## src/rtl/multicycle_cu.sv

```systemverilog
// Multi-cycle control sequencer for the 2-bit-opcode datapath.
// Steps each instruction through fetch, decode, execute, memory and
// write-back, and handshakes with a shared instruction/data memory
// through mem_req/mem_ready.
//
//   state  | meaning
//   -------+---------------------------------------------------------
//   IDLE   | waiting for run; all strobes low
//   FETCH  | instruction read at PC; IR/PC load in the ready cycle
//   DECODE | opcode latched into op_q
//   EXEC   | ALU operation for the latched opcode
//   MEM    | data read (LW) or write (SW) at ALU result
//   WB     | register-file write-back; instruction retires
module multicycle_cu #(
  parameter int CNT_W = 16
) (
  input  logic             clk,
  input  logic             rst_n,
  input  logic             run,
  input  logic [1:0]       opcode,
  input  logic             mem_ready,
  output logic             mem_req,
  output logic             IorD,
  output logic             IRWrite,
  output logic             PCWrite,
  output logic             RegDst,
  output logic             ALUSrc,
  output logic             MemToReg,
  output logic             RegWrite,
  output logic             MemRead,
  output logic             MemWrite,
  output logic             ALUOp,
  output logic [2:0]       state,
  output logic             instr_done,
  output logic [CNT_W-1:0] instr_count
);

  typedef enum logic [2:0] {
    ST_IDLE   = 3'd0,
    ST_FETCH  = 3'd1,
    ST_DECODE = 3'd2,
    ST_EXEC   = 3'd3,
    ST_MEM    = 3'd4,
    ST_WB     = 3'd5
  } state_t;

  localparam logic [1:0] OP_R    = 2'b00;
  localparam logic [1:0] OP_ADDI = 2'b01;
  localparam logic [1:0] OP_LW   = 2'b10;
  localparam logic [1:0] OP_SW   = 2'b11;

  state_t           cur_state;
  state_t           nxt_state;
  logic [1:0]       op_q;
  logic             instr_end;
  logic [CNT_W-1:0] count_q;

  // State register; reset lands in IDLE so every Moore output drops at once.
  always_ff @(posedge clk or negedge rst_n) begin
    if (!rst_n) begin
      cur_state <= ST_IDLE;
    end else begin
      cur_state <= nxt_state;
    end
  end

  // Opcode is captured only in DECODE; later IR changes cannot redirect
  // an instruction already in flight.
  always_ff @(posedge clk or negedge rst_n) begin
    if (!rst_n) begin
      op_q <= OP_R;
    end else if (cur_state == ST_DECODE) begin
      op_q <= opcode;
    end
  end

  // Retired-instruction counter, wrapping modulo 2^CNT_W.
  always_ff @(posedge clk or negedge rst_n) begin
    if (!rst_n) begin
      count_q <= '0;
    end else if (instr_end) begin
      count_q <= count_q + CNT_W'(1);
    end
  end

  // Next-state and strobe decode. Only IRWrite/PCWrite and the SW retire
  // pulse look at mem_ready; everything else is a function of state/op_q.
  always_comb begin
    nxt_state = cur_state;
    instr_end = 1'b0;
    mem_req   = 1'b0;
    IorD      = 1'b0;
    IRWrite   = 1'b0;
    PCWrite   = 1'b0;
    RegDst    = 1'b0;
    ALUSrc    = 1'b0;
    MemToReg  = 1'b0;
    RegWrite  = 1'b0;
    MemRead   = 1'b0;
    MemWrite  = 1'b0;
    ALUOp     = 1'b0;

    case (cur_state)
      ST_IDLE: begin
        if (run) begin
          nxt_state = ST_FETCH;
        end
      end

      ST_FETCH: begin
        mem_req = 1'b1;
        MemRead = 1'b1;
        if (mem_ready) begin
          IRWrite   = 1'b1;
          PCWrite   = 1'b1;
          nxt_state = ST_DECODE;
        end
      end

      ST_DECODE: begin
        nxt_state = ST_EXEC;
      end

      ST_EXEC: begin
        ALUSrc = (op_q != OP_R);
        ALUOp  = (op_q == OP_R) || (op_q == OP_ADDI);
        if ((op_q == OP_LW) || (op_q == OP_SW)) begin
          nxt_state = ST_MEM;
        end else begin
          nxt_state = ST_WB;
        end
      end

      ST_MEM: begin
        mem_req = 1'b1;
        IorD    = 1'b1;
        ALUSrc  = 1'b1;
        if (op_q == OP_SW) begin
          MemWrite = 1'b1;
        end else begin
          MemRead = 1'b1;
        end
        if (mem_ready) begin
          if (op_q == OP_SW) begin
            instr_end = 1'b1;
          end else begin
            nxt_state = ST_WB;
          end
        end
      end

      ST_WB: begin
        RegWrite  = 1'b1;
        RegDst    = (op_q == OP_R);
        MemToReg  = (op_q == OP_LW);
        instr_end = 1'b1;
      end

      default: begin
        nxt_state = ST_IDLE;
      end
    endcase

    // Retirement: continue straight into the next fetch while run is held.
    if (instr_end) begin
      nxt_state = run ? ST_FETCH : ST_IDLE;
    end
  end

  assign state       = cur_state;
  assign instr_done  = instr_end;
  assign instr_count = count_q;

endmodule

```

## config.mk

```make
export PLATFORM = sky130hd
export DESIGN_NAME = multicycle_cu
export DESIGN_NICKNAME = d
export VERILOG_FILES = /design/src/rtl/multicycle_cu.sv
export SDC_FILE = /design/constraint.sdc
export NUM_CORES = 1
export LEC_CHECK = 0
export BUFFER_PORTS_ARGS = -buffer_cell sky130_fd_sc_hd__buf_2
export CORE_MARGIN = 4
export CORE_UTILIZATION = 49
export CTS_BUF_LIST = sky130_fd_sc_hd__clkbuf_8 sky130_fd_sc_hd__clkbuf_16
export CTS_CLUSTER_DIAMETER = 50
export CTS_CLUSTER_SIZE = 14
export DETAILED_ROUTE_END_ITERATION = 8
export PLACE_DENSITY_LB_ADDON = 0.15
export SYNTH_ARGS = -nofsm -noshare
export SYNTH_HDL_FRONTEND = slang
export SYNTH_SLANG_ARGS = --single-unit
export TNS_END_PERCENT = 20
```

## constraint.sdc

```tcl
create_clock -name clk -period 2 [get_ports clk]
set_input_delay 0.5 -clock clk [delete_from_list [all_inputs] [get_ports clk]]
set_output_delay 0.5 -clock clk [all_outputs]
set_load 0.005 [all_outputs]
```

==> report_table.html <==
<table>
<tr><th>Metric</th><th>Value</th></tr>
<tr><th colspan="2">Finish</th></tr>
<tr><td>Area taken by flip-flops and latches</td><td>528.0 um^2</td></tr>
<tr><td>Commonest cells after routing, fill and taps aside</td><td>36 x sky130_fd_sc_hd__buf_2, 19 x sky130_fd_sc_hd__dfrtp_1, 12 x sky130_fd_sc_hd__xnor2_1</td></tr>
<tr><td>Antenna fix cells</td><td>0</td></tr>
<tr><td>Fillers</td><td>189</td></tr>
<tr><td>Final net count</td><td>148</td></tr>
<tr><td>Most frequent standard cell in the layout excluding fill and tap cells</td><td>sky130_fd_sc_hd__buf_2</td></tr>
<tr><td>Area added between synthesis and finish</td><td>23.59%</td></tr>
<tr><td>Area occupied by multi-input gates</td><td>525.5 um^2</td></tr>
<tr><td>Share of final-layout standard cells stronger than drive strength 1</td><td>0.3786</td></tr>
<tr><th colspan="2">Floorplan</th></tr>
<tr><td>Die Footprint</td><td>3037 um^2</td></tr>
<tr><td>Starting density of the core</td><td>0.5325</td></tr>
<tr><td>Width of the chip</td><td>55.11 um</td></tr>
<tr><td>Row count</td><td>16</td></tr>
<tr><td>Core area</td><td>2042 um^2</td></tr>
<tr><td>IO Pins</td><td>37</td></tr>
<tr><td>Die span in y</td><td>55.11 um</td></tr>
<tr><th colspan="2">CTS</th></tr>
<tr><td>Clk sinks</td><td>21</td></tr>
<tr><td>Hold_buf cts</td><td>0</td></tr>
<tr><td>Clock tree from TritonCTS</td><td>yes</td></tr>
<tr><td>CTS root buffer</td><td>sky130_fd_sc_hd__clkbuf_8</td></tr>
<tr><td>Clock buffer depth</td><td>2</td></tr>
<tr><td>Insertion delay of the later-clocked pin in the worst-skew pair</td><td>0.26 ns</td></tr>
<tr><td>Clock slew at the register clock pins of the worst setup and hold paths</td><td>0.08 ns</td></tr>
<tr><td>Number of buffers inserted during clock tree synthesis</td><td>3</td></tr>
<tr><td>Clock H-tree levels</td><td>1</td></tr>
<tr><th colspan="2">Critical path</th></tr>
<tr><td>Ordered cell list for the critical path</td><td>nand2b_4 &gt; or2_1 &gt; o21ai_0 &gt; buf_2</td></tr>
<tr><td>Crit path max fanout</td><td>9</td></tr>
<tr><td>Critical path required time</td><td>1.50 ns</td></tr>
<tr><td>Critical Path AT</td><td>1.44 ns</td></tr>
<tr><td>Slowest cell on the critical path</td><td>sky130_fd_sc_hd__dfrtp_2</td></tr>
<tr><td>Classification of the worst setup path</td><td>reg2out</td></tr>
<tr><td>Number of buffers and inverters on the critical path</td><td>1</td></tr>
<tr><td>Crit-path max cell delay</td><td>0.47 ns</td></tr>
<tr><td>Worst setup SP type</td><td>register</td></tr>
<tr><td>CP top delay family</td><td>flip-flops</td></tr>
<tr><td>Worst setup EP type</td><td>output port</td></tr>
<tr><th colspan="2">Status</th></tr>
<tr><td>Outcome</td><td>finished clean</td></tr>
<tr><th colspan="2">Job</th></tr>
<tr><td>Maximum Capacitance Violations</td><td>0</td></tr>
<tr><th colspan="2">STA</th></tr>
<tr><td>Number of max-slew violations in the final report</td><td>0</td></tr>
<tr><td>Upper clock frequency limit</td><td>516.5 MHz</td></tr>
<tr><td>Period Utilization, post-route</td><td>0.9681</td></tr>
<tr><td>Hold Fails Final Rpt</td><td>0</td></tr>
<tr><td>Setup violators final</td><td>0</td></tr>
<tr><td>Fin Clk Skew</td><td>0.01047 ns</td></tr>
<tr><td>Transition at the pin with the smallest max-transition slack</td><td>0.4783 ns</td></tr>
<tr><td>Slew HR</td><td>0.6811</td></tr>
<tr><td>Setup repair after global routing missed its margin</td><td>no</td></tr>
<tr><td>Final worst path period need</td><td>1.936 ns</td></tr>
<tr><td>Setup total negative slack</td><td>0 ns</td></tr>
<tr><th colspan="2">GRT</th></tr>
<tr><td>Overflow left after global routing</td><td>0</td></tr>
<tr><td>Antenna violations before repair</td><td>0</td></tr>
<tr><td>GRT Overall Usage</td><td>0.1751</td></tr>
<tr><td>Via count of the first global-routing pass</td><td>803</td></tr>
<tr><td>Maximum number of pins on one net before global-route repair</td><td>22</td></tr>
<tr><td>Wire length of the first global-routing pass</td><td>3.726 mm</td></tr>
<tr><th colspan="2">Logic synthesis</th></tr>
<tr><td>Portion of synthesized cell area occupied by the leading cell type</td><td>0.4833</td></tr>
<tr><td>Top cell type by total area after synthesis</td><td>sky130_fd_sc_hd__dfrtp_1</td></tr>
<tr><td>Cell types with the largest area share after synthesis</td><td>sky130_fd_sc_hd__dfrtp_1 48%, sky130_fd_sc_hd__xnor2_1 9.7%, sky130_fd_sc_hd__and3_1 4.0%</td></tr>
<tr><td>Per-instance average area after synthesis</td><td>10.66 um^2</td></tr>
<tr><td>Number of warning messages in the yosys log</td><td>0</td></tr>
<tr><td>Seq cells post-synth</td><td>21</td></tr>
<tr><td>Cell area after technology mapping</td><td>1087 um^2</td></tr>
<tr><td>Net count after synthesis</td><td>109</td></tr>
<tr><td>Sequential fraction of the synthesis area</td><td>0.4833</td></tr>
<tr><td>Synthesized netlist cell count</td><td>102</td></tr>
<tr><td>Number of different library cells in the post-synthesis netlist</td><td>31</td></tr>
<tr><th colspan="2">Detailed routing</th></tr>
<tr><td>Count of unresolved DRC violations after routing</td><td>0</td></tr>
<tr><td>Number of violations reported at the end of detailed-routing iteration 0</td><td>16</td></tr>
<tr><td>Remaining number of nets flagged by the antenna check after routing</td><td>0</td></tr>
<tr><td>Total via count after detailed routing</td><td>853</td></tr>
<tr><td>Number of detailed-route iterations in the first pass</td><td>4</td></tr>
<tr><td>WL per Instance</td><td>13.69 um</td></tr>
<tr><td>Post-Route WL</td><td>2.287 mm</td></tr>
<tr><td>Via/cell ratio</td><td>5.108</td></tr>
<tr><th colspan="2">Hold path</th></tr>
<tr><td>Hold Crit Class</td><td>in2async</td></tr>
<tr><th colspan="2">Placement</th></tr>
<tr><td>Placer's final routability congestion estimate</td><td>0.7790</td></tr>
<tr><td>Buffers on Ports</td><td>36</td></tr>
<tr><td>Post-DP HPWL</td><td>1.741 mm</td></tr>
<tr><th colspan="2">Power and ir drop</th></tr>
<tr><td>Static leakage</td><td>0.7182 nW</td></tr>
<tr><td>Worst-case vdd ir drop</td><td>0.0009625 V</td></tr>
<tr><td>Power density of the placed cells</td><td>1170 nW/um^2</td></tr>
<tr><td>Final Power</td><td>1.572 mW</td></tr>
</table>
[layer usage]
layer	track usage	up-vias	part of all wire
li1	-	427	-
met1	0.2576	398	0.50
met2	0.2402	24	0.42
met3	0.03753	4	0.063
met4	0.08502	0	0.018
met5	0	-	0
[worst register-to-register path, stage by stage (launching register included)]
cell and delay [ns]:
sky130_fd_sc_hd__dfrtp_1 0.52, sky130_fd_sc_hd__a31oi_4 0.17, sky130_fd_sc_hd__nor4_4 0.48, sky130_fd_sc_hd__nand4_1 0.18, sky130_fd_sc_hd__xnor2_1 0.15
[worst paths after layout]
path | from | endpoint | slack (ns) | cells after the start
max | state[2] | MemRead | 0.06 | 4
min | rst_n | instr_count[5] | 0.19 | 1
max reg2reg | op_q[1] | instr_count[15] | 0.38 | 4
min reg2reg | instr_count[15] | instr_count[15] | 0.49 | 1
max in group asynchronous | rst_n | state[0] | 1.47 | 1
min in group clk | opcode[1] | op_q[1] | 0.46 | 2
[cells by family (layout without fill, tap and decap cells)]
kind of cell / Yosys count / count (layout) / share of synthesized area
AND/OR/NAND/NOR: 47 / 47 / 0.2612
multiplexers: 4 / 4 / 0.04027
adder cells (fa/ha/maj): 1 / 1 / 0.01151
buffers and inverters: 8 / 46 / 0.03337
flip-flops: 21 / 21 / 0.4833
XOR/XNOR: 15 / 15 / 0.1208
AO/OA/AOI/OAI: 6 / 6 / 0.04948
[cell type report]
cell class | count | share of cell area
multi-input cells | 73 | 0.3911
inverters | 4 | 0.01117
clock inverters | 1 | 0.003724
well taps | 27 | 0.02514
repair buffers | 38 | 0.1453
flip-flops and latches | 21 | 0.3929
clock buffers | 3 | 0.03073
[power by group]
part	internal (mW)	switching, mW
clock network	0.139	0.141
logic	0.310	0.292
registers	0.521	0.171
total	0.969	0.603
[cell usage after synthesis]
master and instances:
sky130_fd_sc_hd__buf_4 1, sky130_fd_sc_hd__nor2_2 2, sky130_fd_sc_hd__nand3_1 6, sky130_fd_sc_hd__or2_0 1, sky130_fd_sc_hd__nor2b_1 1, sky130_fd_sc_hd__nand2_1 8
sky130_fd_sc_hd__nand2b_1 1, sky130_fd_sc_hd__dfrtp_1 21, sky130_fd_sc_hd__mux2_2 3, sky130_fd_sc_hd__xor2_1 3, sky130_fd_sc_hd__a211o_1 1, sky130_fd_sc_hd__o21ai_0 3
sky130_fd_sc_hd__nand3b_1 2, sky130_fd_sc_hd__mux2i_1 1, sky130_fd_sc_hd__a221oi_1 1, sky130_fd_sc_hd__nand4_1 4, sky130_fd_sc_hd__and3_1 7, sky130_fd_sc_hd__or4_4 1
sky130_fd_sc_hd__nor4_4 1, sky130_fd_sc_hd__buf_1 1, sky130_fd_sc_hd__nor3b_1 2, sky130_fd_sc_hd__ha_1 1, sky130_fd_sc_hd__nor2_1 6, sky130_fd_sc_hd__a31oi_4 1
sky130_fd_sc_hd__xnor2_1 12, sky130_fd_sc_hd__inv_1 4, sky130_fd_sc_hd__nor3_1 2, sky130_fd_sc_hd__buf_2 2, sky130_fd_sc_hd__and2_1 1, sky130_fd_sc_hd__and4_1 1
sky130_fd_sc_hd__nand2b_4 1
[state kept, by name, indices dropped and copies added (netlist names)]
register / count
op_q: 2
instr_count: 16
state: 3
[through the flow]
step	setup slack (ns)	cell area (um^2)	util	std cells	hold WS [ns]
after floorplan	0.3832	1087	-	102	0.2044
after global placement	0.3243	1295	0.6342	163	0.4602
after detailed placement	0.2627	1295	0.6342	163	0.4768
after CTS	0.03051	1343	0.6575	167	0.1972
after global routing	0.01139	1344	0.6581	167	0.2197
final	0.06376	1344	0.6581	167	0.1856
[repair_timing]
action,4_1_cts,5_1_grt
hold endpoints to repair,0,0
endpoints found under the setup margin,1,3
buffers inserted,0,0
cloned,0,0
resized for setup,1,2
pin swaps,0,0
(Power assumes the default switching activity.)
